===== config.mk =====
export PLATFORM = sky130hd
export DESIGN_NAME = if_fetch_queue_flat
export DESIGN_NICKNAME = d
export VERILOG_FILES = /design/src/rtl/if_fetch_queue_if.sv /design/src/rtl/if_fetch_queue.sv /design/src/flat_wrapper.sv
export SDC_FILE = /design/constraint.sdc
export NUM_CORES = 1
export LEC_CHECK = 0
export ABC_AREA = 1
export CORE_ASPECT_RATIO = 2
export CORE_MARGIN = 5
export CORE_UTILIZATION = 46
export CTS_CLUSTER_SIZE = 40
export DETAILED_ROUTE_END_ITERATION = 12
export PLACE_DENSITY = 0.86
export SYNTH_ARGS = -nofsm -noshare
export SYNTH_HDL_FRONTEND = slang
export SYNTH_SLANG_ARGS = --single-unit
export TNS_END_PERCENT = 100

===== constraint.sdc =====
create_clock -name clk -period 3.82 [get_ports clk]
set_input_delay 0.955 -clock clk [delete_from_list [all_inputs] [get_ports clk]]
set_output_delay 0.955 -clock clk [all_outputs]
set_load 0.01 [all_outputs]

===== src/rtl/if_fetch_queue_if.sv =====
// Fetch-stage bus bundle: instruction RAM port, decode-side queue head, and redirect/status lines.
interface if_fetch_queue_if;
    logic [31:0] inst_addr;
    logic [31:0] inst_data;
    logic        out_ready;
    logic        branch_taken;
    logic [31:0] branch_target;
    logic        out_valid;
    logic [31:0] out_inst;
    logic [31:0] out_pc;
    logic        halted;
    logic        align_fault;

    modport master (
        output inst_addr,
        input  inst_data,
        input  out_ready,
        input  branch_taken,
        input  branch_target,
        output out_valid,
        output out_inst,
        output out_pc,
        output halted,
        output align_fault
    );

    modport slave (
        input  inst_addr,
        output inst_data,
        output out_ready,
        output branch_taken,
        output branch_target,
        input  out_valid,
        input  out_inst,
        input  out_pc,
        input  halted,
        input  align_fault
    );
endinterface


===== src/rtl/if_fetch_queue.sv =====
// Instruction-fetch stage: owns the PC, reads the instruction RAM, and buffers
// {pc, inst} pairs in a 2-entry queue ahead of decode, with branch flush and end-of-memory halt.
module if_fetch_queue #(
    parameter logic [31:0] RESET_PC  = 32'h0000_0000,
    parameter int unsigned MEM_BYTES = 256
) (
    input  logic             clk,
    input  logic             reset_n,
    if_fetch_queue_if.master fq
);
    localparam int unsigned DEPTH     = 2;
    localparam logic [31:0] LAST_ADDR = 32'(MEM_BYTES - 4);

    typedef struct packed {
        logic [31:0] pc;
        logic [31:0] inst;
    } entry_t;

    typedef enum logic [1:0] {
        S_IDLE = 2'd0,
        S_RUN  = 2'd1,
        S_HALT = 2'd2
    } state_t;

    state_t      state;
    state_t      state_nx;
    logic [31:0] pc;
    entry_t      q [DEPTH];
    logic        head;
    logic        tail;
    logic [1:0]  count;
    logic        fault;
    logic        pop_c;
    logic        push_c;
    logic        halted_c;
    logic        fetch_ok_c;

    assign pop_c      = (count != 2'd0) && fq.out_ready;
    assign fetch_ok_c = (pc <= LAST_ADDR);

    // state register
    always_ff @(posedge clk or negedge reset_n) begin
        if (!reset_n) begin
            state <= S_IDLE;
        end else begin
            state <= state_nx;
        end
    end

    // next state; a redirect restarts fetch from any state
    always_comb begin
        state_nx = state;
        if (fq.branch_taken) begin
            state_nx = S_RUN;
        end else begin
            case (state)
                S_IDLE:  state_nx = S_RUN;
                S_RUN:   if (!fetch_ok_c) state_nx = S_HALT;
                default: state_nx = state;
            endcase
        end
    end

    // state-decoded controls; a full queue still accepts a push when the head leaves
    always_comb begin
        push_c   = 1'b0;
        halted_c = 1'b0;
        case (state)
            S_RUN:   push_c = !fq.branch_taken && fetch_ok_c &&
                              ((count != 2'd2) || pop_c);
            S_HALT:  halted_c = 1'b1;
            default: begin
                push_c   = 1'b0;
                halted_c = 1'b0;
            end
        endcase
    end

    // pc, queue storage and sticky alignment flag
    always_ff @(posedge clk or negedge reset_n) begin
        if (!reset_n) begin
            pc    <= RESET_PC;
            head  <= 1'b0;
            tail  <= 1'b0;
            count <= 2'd0;
            q[0]  <= '0;
            q[1]  <= '0;
            fault <= 1'b0;
        end else if (fq.branch_taken) begin
            pc    <= {fq.branch_target[31:2], 2'b00};
            head  <= 1'b0;
            tail  <= 1'b0;
            count <= 2'd0;
            if (fq.branch_target[1:0] != 2'b00) begin
                fault <= 1'b1;
            end
        end else begin
            if (push_c) begin
                q[tail] <= '{pc: pc, inst: fq.inst_data};
                tail    <= ~tail;
                pc      <= pc + 32'd4;
            end
            if (pop_c) begin
                head <= ~head;
            end
            count <= count + 2'(push_c) - 2'(pop_c);
        end
    end

    assign fq.inst_addr   = pc;
    assign fq.out_valid   = (count != 2'd0);
    assign fq.out_inst    = (count != 2'd0) ? q[head].inst : 32'd0;
    assign fq.out_pc      = (count != 2'd0) ? q[head].pc   : 32'd0;
    assign fq.halted      = halted_c;
    assign fq.align_fault = fault;
endmodule


===== src/flat_wrapper.sv =====
// flat-port wrapper written by rule: the top's interface ports become plain ports
module if_fetch_queue_flat 
#(
    parameter logic [31:0] RESET_PC  = 32'h0000_0000,
    parameter int unsigned MEM_BYTES = 256
)
  (clk, reset_n, fq_inst_addr, fq_inst_data, fq_out_ready, fq_branch_taken, fq_branch_target, fq_out_valid, fq_out_inst, fq_out_pc, fq_halted, fq_align_fault);
  if_fetch_queue_if fq_i ();
  input  logic clk;
  input  logic reset_n;
  output wire logic [$bits(fq_i.inst_addr)-1:0] fq_inst_addr;
  input wire logic [$bits(fq_i.inst_data)-1:0] fq_inst_data;
  input wire logic [$bits(fq_i.out_ready)-1:0] fq_out_ready;
  input wire logic [$bits(fq_i.branch_taken)-1:0] fq_branch_taken;
  input wire logic [$bits(fq_i.branch_target)-1:0] fq_branch_target;
  output wire logic [$bits(fq_i.out_valid)-1:0] fq_out_valid;
  output wire logic [$bits(fq_i.out_inst)-1:0] fq_out_inst;
  output wire logic [$bits(fq_i.out_pc)-1:0] fq_out_pc;
  output wire logic [$bits(fq_i.halted)-1:0] fq_halted;
  output wire logic [$bits(fq_i.align_fault)-1:0] fq_align_fault;
  assign fq_inst_addr = fq_i.inst_addr;
  assign fq_i.inst_data = fq_inst_data;
  assign fq_i.out_ready = fq_out_ready;
  assign fq_i.branch_taken = fq_branch_taken;
  assign fq_i.branch_target = fq_branch_target;
  assign fq_out_valid = fq_i.out_valid;
  assign fq_out_inst = fq_i.out_inst;
  assign fq_out_pc = fq_i.out_pc;
  assign fq_halted = fq_i.halted;
  assign fq_align_fault = fq_i.align_fault;
  if_fetch_queue #(.RESET_PC(RESET_PC), .MEM_BYTES(MEM_BYTES)) u_core (.clk(clk), .reset_n(reset_n), .fq(fq_i));
endmodule

# Word level (Yosys, flattened, before mapping)
# Index checks and enable logic that the tools add are counted.
[op_classes]
mul = 0
n_reduce_logical = 15
eq_ne = 4
magnitude_cmp = 4
n_mux = 20
bitwise_logic = 5
addsub = 3
shift = 0
div = 0
[op_table]
columns = ["cell", "n"]
rows = [
  ["$mux W64", 4],
  ["$bwmux W128", 1],
  ["$mux W32", 4],
  ["$demux W64 S1", 1],
  ["$add A32 B3 Y32 const B", 1],
  ["$le A32 B8 Y1 const B", 1],
  ["$reduce_bool A2 Y1", 4],
  ["$mux W1", 6],
  ["$mux W2", 3],
  ["$reduce_and A2 Y1", 3],
  ["$ge A2 B2 Y1 const B", 2],
  ["$logic_and A1 B1 Y1", 4],
  ["$not A1 Y2", 2],
  ["$pmux W2 S2", 1],
  ["$ne A3 B3 Y1 const B", 1],
  ["$not A1 Y1", 3],
  ["$reduce_bool A3 Y1", 1],
  ["$add A2 B1 Y2", 1],
  ["$eq A2 B1 Y1 const B", 1],
  ["$eq A2 B2 Y1 const B", 1],
  ["$logic_not A2 Y1", 1],
  ["$lt A2 B1 Y1 const B", 1],
  ["$ne A2 B2 Y1 const B", 1],
  ["$sub A2 B1 Y2", 1],
  ["2 further kinds", 2],
]
[word_totals]
mem_bits_rw = 0
in_bits = 68
output_inout_bits = 99
regBits = 167
memories = 0
latchBits = 0
elab_cells = 61
mem_bits_ro = 0

# Logic depth before layout (Yosys ltp)
# Gate-level depths: netlist of the first run.
[logic_depth]
word_depth = 8
mapped_depth = 11
depth_no_buf = 10

# Least setup slack after synthesis of the first run
# No wires, ideal clock.
[synth_timing]
path_type = "reg2out"
from = "register u_core.head"
to = "output port fq_out_inst[22]"
path_slack_ns = 1.662
stages_incl_launch_ff = 6
required_ns = 2.865
arrival_ns = 1.203
path_buffers = 2
path_cell_list = "dfrtp_1 clkbuf_1 inv_2 clkbuf_1 nand2_1 a21oi_1"
[synth_via]
elab_chain_cells = 5
[synth_lines]
columns = ["item", "line", "text"]
rows = [
  ["start, declared", "if_fetch_queue.sv:29", "logic head;"],
  ["start signal, assigned", "if_fetch_queue.sv:104", "head <= ~head;"],
  ["$not A1 Y2 (not written as such)", "if_fetch_queue.sv:112", "assign fq.out_inst = (count != 2'd0) ? q[head].inst : 32'd0;"],
  ["$mux W64 (not written as such) (3 in a row)", "if_fetch_queue.sv:112", ""],
  ["$mux W32", "if_fetch_queue.sv:112", ""],
  ["end, declared", "flat_wrapper.sv:17", "output wire logic [$bits(fq_i.out_inst)-1:0] fq_out_inst;"],
]
# Every way passes these cells. The select of a mux whose other input is x is not followed.

# Worst setup path after layout of the first run
[layout_timing]
from = "register u_core.head"
to = "output port fq_out_inst[20]"
# Same word-level chain as after synthesis.

==> flow_summary.toml, run 1 <==
[timing]
max_freq_ghz = 0.293
finalCriticalPeriod_ns = 3.41
setup_tns_ns = 0
final_hold_viol_count = 0
hold_ws_ns = 0.467
skew_ns = 0.0120
slew_violations = 0
tightest_slew_ns = 0.893
setup_violations = 0
rsz0062_at_grt = "false"
slew_headroom_pct = 40.5
finalCritPeriodShare_pct = 89.3

[floorplanning]
fp.dieH_um = 191
initial_core_util_pct = 46.5
ios = 167
core-area_um2 = 16200
fp.dieW_um = 100
die_area_um2 = 19200
fp-row-count = 66

[cts]
numCtsBuffers = 17
ctsResizeCount = 0
cts_buffer_depth = 2
htreeDepth = 4
clk_pin_slew_ns = 0.07
cts_setup_buffers = 0
numClockSinks = 161
holdBufCountCts = 0
cts_root_buf = "clkbuf_16"
cts_tree = "built"
clock_latency_ns = 0.42

[worst_setup_path]
endpoint_kind = "primary output"
crit_start = "u_core.head"
r2r-end = "u_core.q[124]"
path_class = "flop to primary output"
rrSetupSlack_ns = 1.28
worstSetupStartpointType = "flop"
worstPathArrival_ns = 2.46
rr_startpoint = "u_core.tail"
required_ns = 2.86
crit_fanout = 30
r2r.worst_path.cells = 5

[drt]
final_antenna_net_count = 0
vias = 6976
first_iter_violations = 509
first_pass_iters = 6
detail_route.wirelength_mm = 20.5
vias_per_cell = 5.39
drc = 0
wire_per_inst_um = 15.8

[final_layout]
num_antenna_cells = 0
drive_gt1_share_pct = 6.79
stdcell_count = 1294
area_growth_pct = 29.8
nets = 1148

[logic_synthesis]
syn_area_per_cell_um2 = 7.91
ys_warn_count = 0
synth_commonest_cells = "nand2_1, dfrtp_1, nand4_1"
synthArstFlopShare_pct = 100
synth_cell_types = 22
synth_top_area_share_pct = 53.5
ys_seq_area_share_pct = 53.5
synthCells = 953
synth_area_um2 = 7530
synthTopCellsByArea = "dfrtp_1, nand2_1, nand4_1, a21oi_1, nand3_1"
synth.most_common_cell = "nand2_1"
yosysTopAreaCell = "dfrtp_1"
synth_seq_cells = 161
ys.flop_type = "dfrtp_1"
synth_edf_count = 0

[job]
max_cap_violations = 0

[outcome]
status = "finished clean"

[placed_design]
placed_cells = 1262
dp_hpwl_mm = 13.3
gp_congestion = 0.822
io_buffers = 162

[pwr]
netSwitchingPower_uw = 1160
p_per_area_nw_per_um2 = 419
max-vdd-ir-drop_uv = 332
switching_share_pct = 28.3
clock_power_share_pct = 42.1
leakagePower_uw = 0.00483
comb_power_share_pct = 13.8
p_int_uw = 2940
p_seq_share_pct = 44.1

[grt]
antenna_found_initial = 1
grt-ovfl-total = 0
grt_pass1_wl_mm = 33.7
grt_pass1_vias = 6925
grt_use_total_pct = 22.1
grt_max_degree = 80

[worst_hold_path]
min_path_cells = 2
min_to = "u_core.q[113]"
hold_path.class = "flop to flop"
hp-start = "u_core.q[113]"
stage by stage:
| stage | total power (uW) | util, % | setup slack [ns] | instance area, um^2 |
|---|---|---|---|---|
| 2_1_floorplan | 2120 | - | 1.66 | 7540 |
| 3_3_place_gp | 2400 | 56.7 | 0.850 | 9180 |
| 3_5_place_dp | 2410 | 56.7 | 0.842 | 9180 |
| 4_1_cts | 4130 | 60.4 | 0.381 | 9780 |
| 5_1_grt | 4250 | 60.4 | 0.258 | 9780 |
| 6_report | 4100 | 60.4 | 0.410 | 9780 |
sequential cells by signal, indices dropped and copies added (netlist names):
name                   cells
u_core.q                 124
u_core.fq.inst_addr       30
u_core.count               2
u_core.state               2
u_core.fq.align_fault      1
u_core.head                1
u_core.tail                1
layout by cell type, fill, tap and decap left out:
cell               n
a21oi_1           63
buf_12             2
buf_4             10
buf_6              1
bufinv_16          2
clkbuf_16         17
clkdlybuf4s50_1  161
clkinv_2           2
clkinv_4           2
clkinvlp_4         2
conb_1             4
dfrtp_1          159
dfrtp_2            2
ha_1               3
inv_1             46
inv_2             22
inv_6              4
inv_8              3
nand2_1          416
nand3_1           36
nand3_4            2
nand3b_1           1
nand4_1           79
nor2_1            33
nor2_4             3
o21ai_0            8
o21bai_1           2
xnor2_1            3
xor2_1             2
area by class of cell:
cell class,instances,area [um^2]
Tap cell,204,255
Multi-Input combinational cell,655,2900
Timing Repair Buffer,174,1740
Inverter,68,255
Fill cell,1352,6410
Clock buffer,17,425
Sequential cell,161,4030
Clock inverter,15,171
worst max path at each step:
stage                       to  slack, ns
5_1_grt        fq_out_inst[20]       0.26
3_5_place_dp   fq_out_inst[20]       0.84
6_report       fq_out_inst[20]       0.41
2_1_floorplan  fq_out_inst[22]       1.66
3_3_place_gp   fq_out_inst[11]       0.85
4_1_cts        fq_out_inst[20]       0.38
power groups by stage:
| stage | registers [uW] | logic (uW) | clock network [uW] |
|---|---|---|---|
| floorplan | 1830 | 284 | 0 |
| global placement | 1840 | 559 | 0 |
| detailed placement | 1840 | 568 | 0 |
| CTS | 1810 | 570 | 1750 |
| global route | 1810 | 624 | 1820 |
| finish | 1810 | 566 | 1720 |
worst max-delay path, stage by stage, from the launching register on:
cell and delay [ns]:
dfrtp_2 0.40, inv_2 0.40, buf_4 0.33, nand2_1 0.08
a21oi_1 0.23, clkdlybuf4s50_1 0.59
metal layers:
| layer | track usage [%] | share of wire, % | vias to the layer above |
|---|---|---|---|
| met5 | 0 | 0.034 | - |
| met4 | 11.2 | 4.4 | 2 |
| met2 | 38.5 | 53 | 282 |
| li1 | - | - | 3274 |
| met3 | 5.70 | 6.5 | 58 |
| met1 | 24.4 | 36 | 3360 |
cell families after synthesis:
group                      share of synthesized area (%)
DFF                                                 53.5
and+or+nand+nor                                     32.2
other                                             0.0498
xor gates and xnor gates                           0.581
AOI/OAI and AO/OA                                   4.92
adders and majority gates                          0.498
buffers and inverters                               8.24
Note: power is estimated with default switching activity, not from simulation.
==> run 2: changes to the inputs <==
--- a/config.mk
+++ b/config.mk
@@ -11,6 +11,7 @@
 export CORE_UTILIZATION = 46
 export CTS_CLUSTER_SIZE = 40
 export DETAILED_ROUTE_END_ITERATION = 12
+export HOLD_SLACK_MARGIN = 0.06
 export PLACE_DENSITY = 0.86
 export SYNTH_ARGS = -nofsm -noshare
 export SYNTH_HDL_FRONTEND = slang
==> results of run 2 <==
Same layout as run 1: the final DEF is identical, and so are final timing and power.
==> run 3: changes to the inputs <==
--- a/config.mk
+++ b/config.mk
@@ -8,11 +8,12 @@
 export ABC_AREA = 1
 export CORE_ASPECT_RATIO = 2
 export CORE_MARGIN = 5
-export CORE_UTILIZATION = 46
+export CORE_UTILIZATION = 55
 export CTS_CLUSTER_SIZE = 40
 export DETAILED_ROUTE_END_ITERATION = 12
 export HOLD_SLACK_MARGIN = 0.06
-export PLACE_DENSITY = 0.86
+export PLACE_DENSITY = 0.95
+export SKIP_LAST_GASP = 1
 export SYNTH_ARGS = -nofsm -noshare
 export SYNTH_HDL_FRONTEND = slang
 export SYNTH_SLANG_ARGS = --single-unit
==> run 3 against run 2 <==
  * Non-clock buffer count is 6 higher
  * Sequential power about the same
  * Setup slack worse by 0.025 ns
  * Register-to-register slack better by 0.21 ns
  * Fmax shrank 0.72%
  * Count of clock-buffer cells in the layout up 1
  * Global-route usage grew 4.1 points
  * Via count grew 0.82%
  * Sequential share of layout area up 0.17 points
  * Critical endpoint is now fq_out_pc[31]
  * Largest cell class unchanged
==> flow_summary.toml, run 3 (synthesis results as in run 1) <==
[outcome]
status = "finished clean"

[drt]
wire_per_inst_um = 16.4
vias = 7033
drc = 0
final_antenna_net_count = 0
first_iter_violations = 567
detail_route.wirelength_mm = 20.6
vias_per_cell = 5.62
first_pass_iters = 5

[grt]
grt-ovfl-total = 0
grt_pass1_wl_mm = 33.7
grt_use_total_pct = 26.1
antenna_found_initial = 2
grt_pass1_vias = 7149
grt_max_degree = 83

[timing]
final_hold_viol_count = 0
finalCriticalPeriod_ns = 3.44
slew_headroom_pct = 48.1
skew_ns = 0.00881
slew_violations = 0
finalCritPeriodShare_pct = 89.9
tightest_slew_ns = 0.778
setup_tns_ns = 0
max_freq_ghz = 0.291
setup_violations = 0
rsz0062_at_grt = "false"

[final_layout]
final_common_cell = "nand2_1"
nets = 1154
largest_reg_flops = 124
drive_gt1_share_pct = 7.21
layout_common_cells = "nand2_1, clkdlybuf4s50_1, dfrtp_1"
largest-register = "u_core.q"
stdcell_area_um2 = 9740
stdcell_count = 1252
area_growth_pct = 29.2

[cts]
cts_tree = "built"
ctsResizeCount = 0
holdBufCountCts = 0
numCtsBuffers = 17
clock_latency_ns = 0.42
clk_pin_slew_ns = 0.06
htreeDepth = 4
cts_root_buf = "clkbuf_16"
cts_setup_buffers = 0
numClockSinks = 161
cts_buffer_depth = 2

[floorplanning]
core-area_um2 = 13400
initial_core_util_pct = 56.1
die_area_um2 = 16300
fp-row-count = 60
ios = 167
fp.dieH_um = 176
fp.dieW_um = 92.8

[pwr]
clock_power_share_pct = 41.4
p_int_uw = 2940
leakagePower_uw = 0.00484
p_seq_share_pct = 44.6
switching_share_pct = 27.4
p_per_area_nw_per_um2 = 416
max-vdd-ir-drop_uv = 330
comb_power_share_pct = 14.0
netSwitchingPower_uw = 1110

[placed_design]
dpl_cell_area_um2 = 9140
gp_congestion = 0.875
io_buffers = 162
placed_cells = 1219
dp_hpwl_mm = 13.6

[worst_setup_path]
crit_fanout = 24
path_class = "flop to primary output"
crit_start = "u_core.head"
worstSetupStartpointType = "flop"
worstPathArrival_ns = 2.48
required_ns = 2.86
endpoint_kind = "primary output"
rr_startpoint = "u_core.state[1]"

[worst_hold_path]
hp-start = "u_core.q[124]"
hold_path.class = "flop to flop"

[job]
max_cap_violations = 0
[run 3: changes by cell type in the layout (fill, tap and decap cells not counted), moves of 2 or more]
cell	before	now
inv_8	3	0
clkinvlp_4	2	5
buf_12	2	0
buf_4	10	18
[run 3: area by class of cell]
type / instances / area (um^2)
Multi-Input combinational cell: 655 / 2900
Tap cell: 155 / 194
Antenna cell: 1 / 2.50
Fill cell: 912 / 3700
Clock buffer: 18 / 439
Timing Repair Buffer: 180 / 1760
Sequential cell: 161 / 4030
Inverter: 68 / 255
Clock inverter: 14 / 155
[run 3: power by group through the flow]
stage | Combinational, uW | Sequential (uW) | Clock (uW)
after CTS | 569 | 1810 | 1700
after detailed placement | 567 | 1840 | 0
after floorplan | 284 | 1830 | 0
after global placement | 555 | 1840 | 0
final | 569 | 1810 | 1680
after global routing | 622 | 1810 | 1770
[run 3: layer usage]
metal | share of wire [%] | global-route usage, %
met1 | 35 | 28.1
met2 | 52 | 44.9
met3 | 6.5 | 6.39
met4 | 6.2 | 17.4
met5 | 0.053 | 0
[run 3: per-stage QoR]
step	hold slack [ns]	power [uW]	worst slack (ns)	utilization, %
2_1_floorplan	0.436	2120	1.66	-
3_3_place_gp	0.448	2390	0.820	68.0
3_5_place_dp	0.452	2400	0.731	68.0
4_1_cts	0.468	4080	0.377	72.4
5_1_grt	0.486	4200	0.287	72.5
6_report	0.465	4050	0.385	72.5
[run 3: final timing paths]
path                                       to  slack [ns]  cells after the start
worst max-delay path            fq_out_pc[31]        0.38                      5
worst min-delay path            u_core.q[124]        0.47                      2
worst max register to register  u_core.q[104]        1.49                      7
worst min register to register  u_core.q[124]        0.47                      2
max in group asynchronous        u_core.q[11]        2.31                      2
min in group asynchronous        u_core.q[36]        0.58                      1
[run 3: critical path, cell delays in order (launching register included)]
cell	delay (ns)
dfrtp_2	0.40
inv_2	0.37
buf_4	0.35
nand2_1	0.08
a21oi_1	0.25
clkdlybuf4s50_1	0.60
==> RTL change 1: new RTL, config.mk and constraints of run 3 <==
Re-encode `state_t` (3 states) as one-hot, 3 bits wide.
--- a/src/rtl/if_fetch_queue.sv
+++ b/src/rtl/if_fetch_queue.sv
@@ -18,6 +18,6 @@
 
-    typedef enum logic [1:0] {
-        S_IDLE = 2'd0,
-        S_RUN  = 2'd1,
-        S_HALT = 2'd2
+    typedef enum logic [2:0] {
+        S_IDLE = 3'b001,
+        S_RUN  = 3'b010,
+        S_HALT = 3'b100
     } state_t;
Function: same outputs for any inputs over 4 cycles, from zero or initial values and one cycle with reset_n low; so few cycles prove little.
==> RTL change 1 against run 3 <==
- sequential power about the same
- hold slack better by 0.0029 ns
- fmax up 1.3%
- sequential share of layout area up 0.12 points
- critical path type unchanged
- count of clock-buffer cells in the layout up 1
- final area up 0.36%
- sequential cell count up 1
- highest routed layer unchanged
- worst setup slack better by 0.044 ns
- critical endpoint is now fq_out_pc[3]
- total power up 1.1%
- routed wire length up 0.23%
- synthesized area down 0.76%
- register-to-register slack better by 0.02 ns
- first-iteration DRC count up 35%
- via count down 1.7%
==> RTL change 1: results (changes against run 3) <==
| Metric | Value |
|---|---|
| Status | finished, final reports clean (unchanged) |
| # nets final | 1161 (was 1154) |
| Post-cts resize count | 0 (unchanged) |
| WL per Instance | 16.4 microns (about the same) |
| Leak | 4.97 nW (was 4.84 nW) |
| ANT cells | 0 (was 1) |
| CTS H-tree depth | 4 (unchanged) |
| Met1 wire length | 7110 microns (was 7190 microns) |
| Global-route usage over all layers | 26.4% (was 26.1%) |
| Commonest cells post-synth | 415 x nand2_1, 161 x dfrtp_1, 116 x nand3_1 (was 416 x nand2_1, 161 x dfrtp_1, 79 x nand4_1) |
| GPL Wtd Cong | 0.847 (was 0.875) |
| Post-layout instance count excluding filler cells | 1257 (was 1252) |
| Clock skew | 0.0132 ns (was 0.00881 ns) |
| Worst-path fanout max | 26 (was 24) |
| Share of cells above drive strength 1 | 5.90% (was 7.21%) |
| Clk slew on worst S/H paths | 0.06 ns (about the same) |
| Detail Placement HPWL | 13600 microns (about the same) |
| Worst slack at placement | 0.889 ns (was 0.731 ns) |
| Num CTS Buffers | 17 (unchanged) |
| First-pass GRT wire length | 33800 microns (was 33700 microns) |
| Met2 Use GR | 46.2% (was 44.9%) |
| Post-synth ARST share | 100% (unchanged) |
| Number of global-route vias before repair | 7120 (was 7149) |
| Worst hold slack | 0.468 ns (was 0.465 ns) |
| Crit path DAT | 2.44 ns (was 2.48 ns) |
| Hold Crit Class | flip-flop to flip-flop (unchanged) |
| # setup viols final | 0 (unchanged) |
| Largest Register | u_core.q (unchanged) |
| Post-synthesis sequential area ratio | 54.2% (was 53.5%) |
| Placed Area | 9140 sq um (about the same) |
| Std-Cell Rows | 60 (unchanged) |
| Tightest Pin Transition | 0.766 ns (was 0.778 ns) |
| Wire length on met3 | 1380 microns (was 1350 microns) |
| Largest net degree at the start of global routing | 82 (was 83) |
| Number of hold buffers added after CTS | 0 (unchanged) |
| Iteration-0 DRC Markers | 768 (was 567) |
| Root Driver | clkbuf_16 (unchanged) |
| Port bufs | 162 (unchanged) |
| Post-CTS Setup Bufs | 0 (unchanged) |
| 1st-pass router iterations | 7 (was 5) |
| Setup slack after layout | 0.429 ns (was 0.385 ns) |
| DR top layer | met5 (unchanged) |
| Syn. warnings | 0 (unchanged) |
| Via count | 6915 (was 7033) |
| Top cells by area, synth | dfrtp_1 54%, nand2_1 21%, nand3_1 7.8%, a21oi_1 4.2%, inv_1 3.4% (was dfrtp_1 53%, nand2_1 21%, nand4_1 6.6%, a21oi_1 4.2%, nand3_1 2.4%) |
| Worst-Skew Late Latency | 0.42 ns (about the same) |
| DR WL met2 | 11100 microns (was 10800 microns) |
| Met3 Resource Use GR | 5.21% (was 6.39%) |
| Initial antenna violation count | 1 (was 2) |
| IR drop worst, VDD | 0.345 mV (was 0.330 mV) |
| Worst reg-to-reg setup slack | 1.51 ns (was 1.49 ns) |
| Synth unique cells | 25 (was 22) |
| Post-Syn Instances | 953 (unchanged) |
| Met1 Resource Use GR | 28.9% (was 28.1%) |
RTL change 1: cell types whose count changed in the layout (fill, tap and decap cells not counted), sizes merged, moves of 3 or more:
cell             run 3  this run
nand4               79         4
nor2                36        29
buf                 19        16
clkinvlp             5         0
nand3               38       120
inv                 72        82
RTL change 1: power breakdown:
group          internal, mW  leakage [nW]  switching (mW)  total [mW]
Combinational         0.197          2.45           0.291       0.488
Sequential             1.75          2.20          0.0521        1.81
Clock                  1.09         0.314           0.714        1.80
RTL change 1: path summary, 6_finish.rpt:
kind / startpoint / endpoint / depth (start not counted)
setup / recovery: u_core.head / fq_out_pc[3] / 5
max in group asynchronous: reset_n / u_core.q[123] / 2
hold reg to reg: u_core.q[108] / u_core.q[108] / 2
hold / removal: u_core.q[108] / u_core.q[108] / 2
min in group asynchronous: reset_n / u_core.fq.inst_addr[29] / 1
setup reg to reg: u_core.fq.inst_addr[2] / u_core.q[117] / 9
RTL change 1: critical path, cell delays in order, from the launching register on:
cell and delay, ns:
dfrtp_2 0.41, inv_2 0.42, buf_4 0.32, nand2_1 0.07, a21oi_1 0.22, clkdlybuf4s50_1 0.59
RTL change 1: logic make-up after synthesis:
kind of cell	share of synthesized area [%]
AOI/OAI and AO/OA	4.85
xor gates and xnor gates	0.820
adders and majority gates	0.669
buffers and inverters	8.03
DFF	54.2
other	0.0502
and+or+nand+nor	31.3
RTL change 1: layout make-up:
type | instances | area [sq um]
inverters | 73 | 274
fillers | 922 | 3670
clock inverters | 13 | 183
flip-flops and latches | 162 | 4060
repair buffers | 177 | 1770
multi-input cells | 658 | 2840
clock buffers | 19 | 453
well taps | 155 | 194
==> RTL change 2: new RTL, flow settings as in run 3 <==
Made on the original files. The localparam `DEPTH` goes from 2 to 4.
--- a/src/rtl/if_fetch_queue.sv
+++ b/src/rtl/if_fetch_queue.sv
@@ -10,3 +10,3 @@
 );
-    localparam int unsigned DEPTH     = 2;
+    localparam int unsigned DEPTH     = 4;
     localparam logic [31:0] LAST_ADDR = 32'(MEM_BYTES - 4);
Check against the original RTL: same outputs for any inputs over 4 cycles, from zero or initial values and one cycle with reset_n low; that may be too few to reach the edited logic, so the function may still have changed.
==> RTL change 2 against run 3 <==
- global-route usage fell by 0.56 points
- total power grew 5.3%
- worst setup slack improved by 0.018 ns
- routed wire length decreased by 4.4%
- largest cell class unchanged
- sequential power barely moved
- synthesized area fell by 2.9%
- final area shrank 2.0%
- core utilization is 0.61 points higher
- sequential cell count did not move
- largest power group unchanged
- fmax increased by 0.52%
==> RTL change 2: results (changes against run 3) <==
| Metric | Value |
|---|---|
| GPL Wtd Cong | 0.804 (was 0.875) |
| First-pass GRT wire length | 32800 microns (was 33700 microns) |
| Hold path start | u_core.q[164] (was u_core.q[124]) |
| Clock skew | 0.0142 ns (was 0.00881 ns) |
| Post-Synth Adder-Cell Area | 0.513% (was 0.498%) |
| # nets final | 1105 (was 1154) |
| Wire length on met3 | 1070 microns (was 1350 microns) |
| Detail Placement HPWL | 13500 microns (was 13600 microns) |
| Synth top area share | 55.1% (was 53.5%) |
| Worst-path fanout max | 42 (was 24) |
| Compound-cell area share of the yosys netlist | 6.77% (was 4.92%) |
| Met1 Resource Use GR | 27.8% (was 28.1%) |
| Iteration-0 DRC Markers | 449 (was 567) |
| Global-route usage over all layers | 25.6% (was 26.1%) |
| Tot Pwr | 4.27 mW (was 4.05 mW) |
| Met2 Use GR | 45.6% (was 44.9%) |
| Worst reg-to-reg setup slack | 1.61 ns (was 1.49 ns) |
| Status | finished, final reports clean (unchanged) |
| Initial antenna violation count | 0 (was 2) |
| Crit path DAT | 2.46 ns (was 2.48 ns) |
| Worst R2R Path Depth | 8 (was 7) |
| CP max stage delay | 0.66 ns (was 0.60 ns) |
| Hold EP | u_core.q[164] (was u_core.q[124]) |
| Worst hold slack | 0.473 ns (was 0.465 ns) |
| XOR/XNOR Fraction of Synth Area | 0.598% (was 0.581%) |
| NetSw | 1.24 mW (was 1.11 mW) |
| IR drop worst, VDD | 0.350 mV (was 0.330 mV) |
| Share of cells above drive strength 1 | 5.64% (was 7.21%) |
| CP endpoint | fq_out_pc[27] (was fq_out_pc[31]) |
| Logic pwr share | 18.9% (was 14.0%) |
| DR top layer | met4 (was met5) |
| Largest net degree at the start of global routing | 86 (was 83) |
| Tightest Pin Transition | 0.866 ns (was 0.778 ns) |
| Reg2reg end | u_core.q[221] (was u_core.q[104]) |
| Via count | 6659 (was 7033) |
| Number of global-route vias before repair | 6801 (was 7149) |
| Leak | 4.65 nW (was 4.84 nW) |
| Critical Path Slowest Stage Cell | dfrtp_2 (was clkdlybuf4s50_1) |
| Commonest cells post-synth | 319 x nand2_1, 161 x dfrtp_1, 78 x nand4_1 (was 416 x nand2_1, 161 x dfrtp_1, 79 x nand4_1) |
| Post-synthesis sequential area ratio | 55.1% (was 53.5%) |
| WL per Instance | 16.4 microns (about the same) |
| Post-CTS Setup Bufs | 0 (unchanged) |
| Synth unique cells | 20 (was 22) |
| Reg2reg start | u_core.fq.inst_addr[21] (was u_core.state[1]) |
==> RTL change 2: changes by cell type in the layout (fill, tap and decap cells not counted), moves of 2 or more <==
cell and delta:
nand3_2 +2, inv_1 +11, nand3_1 -2, o21bai_1 +2
nand2_1 -97, o21ai_0 +22, nor2_1 +37, inv_6 +2
buf_4 -3, inv_2 -18, nand3_4 -2, clkinvlp_4 -3
==> RTL change 2: through the flow <==
step / worst slack, ns / utilization, % / cells / cell area (sq um)
finish: 0.403 / 73.1 / 1199 / 9550
global route: 0.285 / 73.1 / 1199 / 9550
CTS: 0.377 / 73.1 / 1199 / 9550
detailed placement: 0.832 / 68.6 / 1167 / 8970
global placement: 0.836 / 68.6 / 1167 / 8970
floorplan: 1.48 / - / 908 / 7330
==> RTL change 2: layout make-up <==
cell class	instances	area (sq um)
sequential	161	4030
fill	964	3520
multi-input combinational	615	2760
timing repair buffer	178	1760
clock buffer	18	429
inverter	61	229
tap	152	190
clock inverter	14	148
